`config.mk`:
```
export PLATFORM = sky130hd
export DESIGN_NAME = mole_round_ctrl
export DESIGN_NICKNAME = d
export VERILOG_FILES = /design/src/rtl/mole_round_ctrl.sv
export SDC_FILE = /design/constraint.sdc
export NUM_CORES = 1
export LEC_CHECK = 0
export BUFFER_PORTS_ARGS = -buffer_cell sky130_fd_sc_hd__buf_4
export CORE_MARGIN = 2
export CORE_UTILIZATION = 60
export DETAILED_ROUTE_END_ITERATION = 12
export HOLD_SLACK_MARGIN = 0.12
export PLACE_DENSITY = 0.81
export SYNTH_ARGS = -nofsm -noshare
export SYNTH_HDL_FRONTEND = slang
export SYNTH_SLANG_ARGS = --single-unit
```
`constraint.sdc`:
```
create_clock -name clk -period 3.08 [get_ports clk]
set_input_delay 0.616 -clock clk [delete_from_list [all_inputs] [get_ports clk]]
set_output_delay 0.616 -clock clk [all_outputs]
set_load 0.005 [all_outputs]
```
`src/rtl/mole_round_ctrl.sv`:
```
// Whack-a-mole round sequencer: requests a random box, lights it, judges the
// player's press or timeout, keeps score and misses, and ends the game.
module mole_round_ctrl #(
  parameter int TIMEOUT_CYCLES = 50000000,
  parameter int GAP_CYCLES     = 12500000,
  parameter int MAX_MISSES     = 5
) (
  input  logic       clk,
  input  logic       reset,
  input  logic       start,
  input  logic [2:0] rnd,
  input  logic [3:0] btn,
  output logic       rnd_req,
  output logic [3:0] mole_box,
  output logic [7:0] score,
  output logic [2:0] misses,
  output logic       hit_pulse,
  output logic       miss_pulse,
  output logic       game_over
);

  // One shared timer covers both the SHOW timeout and the GAP length.
  localparam int TMAX = (TIMEOUT_CYCLES > GAP_CYCLES) ? TIMEOUT_CYCLES : GAP_CYCLES;
  localparam int TW   = $clog2(TMAX);

  typedef enum logic [2:0] {IDLE, REQ, LOAD, SHOW, GAP, OVER} state_t;

  state_t          state;
  logic [TW-1:0]   timer;
  logic [3:0]      btn_prev;
  logic [3:0]      press;
  logic            pressed;
  logic            on_mole;
  logic            timeout;
  logic            hit;
  logic            miss;
  logic [2:0]      misses_nxt;

  function automatic logic [3:0] box_map(input logic [2:0] r);
    case (r)
      3'b011, 3'b101: box_map = 4'b0010;
      3'b110:         box_map = 4'b0100;
      3'b111:         box_map = 4'b1000;
      default:        box_map = 4'b0001;
    endcase
  endfunction

  function automatic logic [7:0] sat_inc(input logic [7:0] v);
    sat_inc = (v == 8'hFF) ? v : v + 8'd1;
  endfunction

  // A press in the timeout cycle wins; the timeout only counts with no press edge.
  assign press      = btn & ~btn_prev;
  assign pressed    = |press;
  assign on_mole    = |(press & mole_box);
  assign timeout    = (timer == TW'(TIMEOUT_CYCLES - 1));
  assign hit        = (state == SHOW) && pressed && on_mole;
  assign miss       = (state == SHOW) && (pressed ? !on_mole : timeout);
  assign misses_nxt = misses + 3'd1;
  assign hit_pulse  = hit;
  assign miss_pulse = miss;

  always_ff @(posedge clk) begin
    if (reset) begin
      state     <= IDLE;
      timer     <= '0;
      btn_prev  <= '0;
      mole_box  <= '0;
      score     <= '0;
      misses    <= '0;
      rnd_req   <= 1'b0;
      game_over <= 1'b0;
    end else begin
      btn_prev <= btn;
      rnd_req  <= 1'b0;
      case (state)
        IDLE, OVER: begin
          if (start) begin
            score     <= '0;
            misses    <= '0;
            game_over <= 1'b0;
            rnd_req   <= 1'b1;
            state     <= REQ;
          end
        end
        REQ: state <= LOAD;
        LOAD: begin
          mole_box <= box_map(rnd);
          timer    <= '0;
          state    <= SHOW;
        end
        SHOW: begin
          if (hit) begin
            score    <= sat_inc(score);
            mole_box <= '0;
            timer    <= '0;
            state    <= GAP;
          end else if (miss) begin
            misses   <= misses_nxt;
            mole_box <= '0;
            timer    <= '0;
            if (misses_nxt == 3'(MAX_MISSES)) begin
              game_over <= 1'b1;
              state     <= OVER;
            end else begin
              state <= GAP;
            end
          end else begin
            timer <= timer + TW'(1);
          end
        end
        GAP: begin
          if (timer == TW'(GAP_CYCLES - 1)) begin
            rnd_req <= 1'b1;
            state   <= REQ;
          end else begin
            timer <= timer + TW'(1);
          end
        end
        default: state <= IDLE;
      endcase
    end
  end

endmodule

```
==> flow_metrics.env, run 1 <==
export IMPL_mappedNetlistArea_um2=2659
export IMPL_start_kind="flip-flop"
export IMPL_switchingPower_uw=501.8
export IMPL_viasPerCell=5.957
export IMPL_fp_dieH_um=70.57
export IMPL_insertion_delay_ns=0.31
export IMPL_htree_levels=2
export IMPL_antenna_cells=0
export IMPL_slowest_stage="nor4_2"
export IMPL_path_class="flip-flop to primary output"
export IMPL_max_slew_margin=0.4100
export IMPL_min_period_over_period=0.9371
export IMPL_drc=0
export IMPL_area_growth_pct=12.19
export IMPL_antenna_found_initial=0
export IMPL_crit_buf_inv=1
export IMPL_netlist_instances=316
export IMPL_finalSetupViolations=0
export IMPL_synthFlopType="dfxtp_1"
export IMPL_cts_tree="done"
export IMPL_grt_pass1_wl_um=9653
export IMPL_critPathMaxFanout=7
export IMPL_status="complete, no violations"
export IMPL_max_cap_violations=0
export IMPL_yosysWarnings=0
export IMPL_cp_num_cells=6
export IMPL_final_nets=354
export IMPL_rr_startpoint="state[1]"
export IMPL_p_seq_frac=0.507
export IMPL_cts_setup_buffers=0
export IMPL_p_leak_nw=0.9978
export IMPL_ys_ff_latch=50
export IMPL_cp_required_ns=2.46
export IMPL_rr_worst_depth=5
export IMPL_worstMarginPinSlew_ns=0.8851
export IMPL_slowest_delay_ns=0.49
export IMPL_p_clk_frac=0.259
export IMPL_r2r_slack_ns=0.70
export IMPL_start_util=0.6149
export IMPL_fp_dieW_um=70.57
export IMPL_seq_area_frac_synth=0.3765
export IMPL_fin_cells=393
export IMPL_cts_buffers=5
export IMPL_drt_iter0_markers=104
export IMPL_dp_cells=385
export IMPL_grt_util_all_layers=0.2394
export IMPL_fp_coreArea_um2=4324
export IMPL_fin_util=0.6898
export IMPL_drtAntennaViolNets=0
export IMPL_num_io_pins=29
export IMPL_finalMaxSlewViolations=0
export IMPL_powerDensity_nw_per_um2=506.2
export IMPL_fillers=364
export IMPL_async_reset_ff_frac=0
export IMPL_die_area_um2=4980
export IMPL_grt_max_degree=24
export IMPL_crit_arrival_ns=2.27
export IMPL_syn_avg_cell_area_um2=8.414
export IMPL_yosysUniqueCellTypes=57
export IMPL_wl_um=5657
export IMPL_vdd_drop_max_uv=324.4
export IMPL_vias=2341
export IMPL_drtPass1Iterations=4
export IMPL_synth_nets=330
export IMPL_placementRows=24
export IMPL_finalHoldViolCount=0
export IMPL_cts_sinks=50
export IMPL_port_buffers=28
export IMPL_clk_path_buf_depth=2
export IMPL_final_common_cell="dfxtp_1"
export IMPL_rsz0062_at_grt="false"
export IMPL_p_total_mw=1.510
export IMPL_dp_hpwl_um=4009
export IMPL_root_buffer="clkbuf_8"
export IMPL_hp_class="flip-flop to flip-flop"
export IMPL_rr_endpoint="timer[11]"
export IMPL_path_clk_slew_ns=0.09
export IMPL_final_cell_mix="dfxtp_1, buf_4, nor2_1"
export IMPL_fmax_ghz=0.3465
export IMPL_post_drt_wl_per_cell_um=14.39
export IMPL_tns_ns=0
export IMPL_crit_path_end="miss_pulse"
export IMPL_p_comb_frac=0.233
export IMPL_finalCriticalPeriod_ns=2.886
export IMPL_end_kind="primary output"
export IMPL_grt_pass1_vias=2177
export IMPL_power_internal_mw=1.008
export IMPL_drive_gt1_frac=0.1437
export IMPL_crit_family="simple AND/OR/NAND/NOR gates"
export IMPL_crit_chain="ha_1, nand4_1, nor4_2, a21oi_1, nor2_1, buf_4"
export IMPL_synth_edf_count=0
export IMPL_swShare=0.3323
export IMPL_finClkSkew_ns=0.01031
export IMPL_gp_congestion=0.8138
export IMPL_grt_overflow_total=0
export IMPL_critPathLaunch="timer[0]"
## area by class of cell
class / count / area, µm² / area share
well taps: 52 / 65.06 / 0.02181
clock buffers: 7 / 86.33 / 0.02894
flip-flops and latches: 50 / 1001 / 0.3356
clock inverters: 1 / 5.005 / 0.001678
repair buffers: 30 / 225.2 / 0.07550
multi-input cells: 241 / 1555 / 0.5214
inverters: 12 / 45.04 / 0.01510
## worst min-delay path by stage
stage	start	end	cells past startpoint
after floorplan	mole_box[2]	mole_box[2]	2
after CTS	mole_box[1]	mole_box[1]	2
after global routing	rnd[0]	mole_box[2]	2
after global placement	game_over	game_over	1
final	mole_box[1]	mole_box[1]	2
after detailed placement	mole_box[1]	mole_box[1]	2
## flip-flops by register name (all words and copies together) (netlist names)
signal	cells
misses	3
state	3
rnd_req	1
btn_prev	4
score	8
game_over	1
mole_box	4
timer	26
## kinds of logic after synthesis
group,synth area share
AOI/OAI and AO/OA,0.1562
xor gates and xnor gates,0.06918
adders and majority gates,0.02259
buffers and inverters,0.04094
DFF,0.3765
muxes,0.008000
and+or+nand+nor,0.3266
## timing repair
item | in CTS | in global routing
endpoints found under the setup margin | 0 | 1
resized for setup | 0 | 1
hold buffers | 0 | 0
## routing by layer
| metal | wire length, µm | global-route usage |
|---|---|---|
| met1 | 2594 | 0.2984 |
| met5 | 0 | 0 |
| met2 | 2760 | 0.4119 |
| met3 | 206 | 0.04274 |
| met4 | 96 | 0.09644 |
## power by group through the flow
stage               Sequential [mW]  Combinational [mW]  Clock [mW]
floorplan                     0.743               0.305           0
CTS                           0.766               0.352       0.402
global placement              0.777               0.345           0
global route                  0.776               0.394       0.426
finish                        0.766               0.352       0.392
detailed placement            0.782               0.351           0
## metrics by stage
stage                     hold WS (ns)  worst slack (ns)  area [µm²]
after floorplan                 0.4608            0.9136        2659
after global placement          0.4655            0.6058        2885
after detailed placement        0.4771            0.4688        2885
after CTS                       0.4883            0.1020        2977
after global routing            0.5157          0.007019        2983
final                           0.4835            0.1937        2983
## synth_stat cells (all sizes together), types with 2 or more instances
library cell,n,area [µm²]
nand4,11,68.82
nor4,7,50.05
nand3b,6,45.04
a211oi,2,15.01
or2,2,12.51
nand3,16,80.08
nor3b,4,41.29
a21oi,20,100.1
xnor2,13,113.9
o211ai,5,42.54
and2,2,12.51
o21a,2,15.01
buf,7,41.29
or3,10,62.56
o2111ai,2,35.04
o22ai,2,12.51
dfxtp,50,1001
ha,4,50.05
nor4b,2,17.52
xor2,8,70.07
clkbuf,6,22.52
or4,8,60.06
o21ai,17,88.84
o31ai,2,15.01
nor2b,6,37.54
nor3,8,40.04
nand2b,8,50.05
nand2,19,71.32
a31oi,4,25.02
and4,4,35.03
inv,11,41.29
nor2,28,105.1
and3,2,12.51
## worst min-delay path: stages (launching register included)
cell and delay (ns):
dfxtp_1 0.33, nand2_1 0.05, o21ai_0 0.06
No activity file was read; power rests on OpenSTA's default activity.
==> run 2: changes to the inputs <==
==> config.mk (replaced) <==
export PLATFORM = sky130hd
export DESIGN_NAME = mole_round_ctrl
export DESIGN_NICKNAME = d
export VERILOG_FILES = /design/src/rtl/mole_round_ctrl.sv
export SDC_FILE = /design/constraint.sdc
export NUM_CORES = 1
export LEC_CHECK = 0
export CORE_MARGIN = 2
export CORE_UTILIZATION = 60
export DETAILED_ROUTE_END_ITERATION = 12
export DONT_BUFFER_PORTS = 1
export HOLD_SLACK_MARGIN = 0.12
export PLACE_DENSITY = 0.76
export SYNTH_ARGS = -nofsm -noshare
export SYNTH_HDL_FRONTEND = slang
export SYNTH_SLANG_ARGS = --single-unit
==> constraint.sdc (replaced) <==
create_clock -name clk -period 2.9 [get_ports clk]
set_input_delay 0.58 -clock clk [delete_from_list [all_inputs] [get_ports clk]]
set_output_delay 0.58 -clock clk [all_outputs]
set_load 0.005 [all_outputs]
==> run 2 against run 1 <==
Cell area fell by 5.1%. Critical path type unchanged. Hold slack got worse by 0.15 ns. Combinational power fell by 8.2%. Clock-buffer cell count fell by 1. Die area did not move. Largest cell class unchanged. Highest routed layer unchanged. Cell count fell by 6.9%. Routed wire length fell by 5.6%. Sequential share of layout area rose by 1.8 points. Utilization fell by 3.5 points. Via count fell by 3.6%.
==> flow_metrics.env, run 2 (synthesis results as in run 1) <==
export IMPL_status="complete, no violations"
export IMPL_rr_worst_depth=5
export IMPL_powerDensity_nw_per_um2=611.2
export IMPL_grt_pass1_wl_um=9294
export IMPL_wl_um=5339
export IMPL_fp_dieW_um=70.57
export IMPL_seq_area_um2=1001
export IMPL_fin_util=0.6548
export IMPL_num_io_pins=29
export IMPL_end_kind="primary output"
export IMPL_finalMaxSlewViolations=0
export IMPL_cts_tree="done"
export IMPL_antenna_cells=0
export IMPL_rr_endpoint="timer[11]"
export IMPL_rr_startpoint="state[1]"
export IMPL_area_growth_pct=6.494
export IMPL_multi_input_area_um2=1555
export IMPL_fillers=390
export IMPL_root_buffer="clkbuf_8"
export IMPL_drt_iter0_markers=129
export IMPL_grt_max_degree=28
export IMPL_drtPass1Iterations=5
export IMPL_post_drt_wl_per_cell_um=14.59
export IMPL_slowest_delay_ns=0.44
export IMPL_largest_reg_flops=26
export IMPL_viasPerCell=6.164
export IMPL_insertion_delay_ns=0.30
export IMPL_hp_class="input pin to flip-flop"
export IMPL_critPathMaxFanout=7
export IMPL_drtAntennaViolNets=0
export IMPL_max_cap_violations=0
export IMPL_placementRows=24
export IMPL_finClkSkew_ns=0.007132
export IMPL_worstHoldEndpoint="misses[2]"
export IMPL_vdd_drop_max_uv=345.1
export IMPL_drc=0
export IMPL_finalSetupViolations=0
export IMPL_dp_hpwl_um=3836
export IMPL_max_slew_margin=0.4452
export IMPL_cts_setup_buffers=0
export IMPL_final_common_cell="dfxtp_1"
export IMPL_fin_area_um2=2831
export IMPL_final_cell_mix="dfxtp_1, nor2_1, a21oi_1"
export IMPL_port_buffers=0
export IMPL_crit_arrival_ns=2.02
export IMPL_slowest_stage="dfxtp_1"
export IMPL_p_total_mw=1.731
export IMPL_finalCriticalPeriod_ns=2.598
export IMPL_final_nets=327
export IMPL_start_kind="flip-flop"
export IMPL_drive_gt1_frac=0.07325
export IMPL_grt_pass1_vias=2123
export IMPL_cts_sinks=50
export IMPL_place_area_um2=2683
export IMPL_antenna_found_initial=0
export IMPL_rsz0062_at_grt="false"
export IMPL_start_util=0.6149
export IMPL_cts_buffers=5
export IMPL_fmax_ghz=0.3849
export IMPL_fp_coreArea_um2=4324
export IMPL_finalHoldViolCount=0
export IMPL_tns_ns=0
export IMPL_r2r_slack_ns=0.58
export IMPL_worstHoldPathCells=1
export IMPL_gp_congestion=0.8197
export IMPL_die_area_um2=4980
export IMPL_p_leak_nw=0.8800
export IMPL_largest_registers="timer (26), score (8)"
export IMPL_grt_util_all_layers=0.2290
export IMPL_grt_overflow_total=0
export IMPL_path_class="flip-flop to primary output"
export IMPL_htree_levels=2
export IMPL_crit_chain="ha_1, nand4_1, nor4_2, a21oi_1, nor2_1"
export IMPL_fp_dieH_um=70.57
export IMPL_worstMarginPinSlew_ns=0.8322
export IMPL_path_clk_slew_ns=0.09
export IMPL_clk_path_buf_depth=2
export IMPL_min_period_over_period=0.8959
export IMPL_top_register="timer"
export IMPL_vias=2256
export IMPL_cp_required_ns=2.32
export IMPL_hp_start="reset"
## run 2: power by group
part           switching [mW]  internal [mW]
clock network           0.223          0.368
registers              0.0854          0.731
logic                   0.206          0.117
total                   0.515           1.22
## run 2: worst max path at each step
stage	depth (start not counted)	end	startpoint	slack, ns
2_1_floorplan	5	miss_pulse	timer[0]	0.77
3_3_place_gp	5	miss_pulse	timer[0]	0.58
3_5_place_dp	5	miss_pulse	timer[0]	0.54
4_1_cts	5	miss_pulse	timer[0]	0.18
5_1_grt	5	miss_pulse	timer[0]	0.09
6_report	5	miss_pulse	timer[0]	0.30
## run 2: final cells by class
type,instances,area share
Tap cell,52,0.02298
Clock inverter,2,0.02121
Multi-Input combinational cell,241,0.5493
Sequential cell,50,0.3535
Inverter,12,0.01591
Timing Repair Buffer,3,0.007954
Clock buffer,6,0.02916
## run 2: metal layers
| metal | vias to the layer above | part of all wire | global-route usage |
|---|---|---|---|
| li1 | 1160 | - | - |
| met1 | 1054 | 0.47 | 0.2889 |
| met2 | 36 | 0.49 | 0.3847 |
| met3 | 6 | 0.036 | 0.05983 |
| met4 | 0 | 0.012 | 0.07547 |
| met5 | - | 0 | 0 |
## run 2: repair_timing
item | 4_1_cts | 5_1_grt
resized for setup | 0 | 1
hold buffers | 0 | 0
hold endpoints to repair | 0 | 0
setup endpoints to repair | 0 | 1
## run 2: metrics by stage
| stage | instances | worst slack, ns | hold WS [ns] |
|---|---|---|---|
| final | 366 | 0.3017 | 0.3350 |
| after global routing | 366 | 0.08720 | 0.3153 |
| after CTS | 366 | 0.1807 | 0.3217 |
| after detailed placement | 358 | 0.5418 | 0.4981 |
| after global placement | 358 | 0.5831 | 0.4861 |
| after floorplan | 316 | 0.7696 | 0.4608 |
## run 2: worst max-delay path: cells and delay by family, from the launching register on
kind                     cells  cell delay [ns]
AO/OA/AOI/OAI                1             0.25
adder cells (fa/ha/maj)      1             0.26
flip-flops                   1             0.44
AND/OR/NAND/NOR              3             0.77
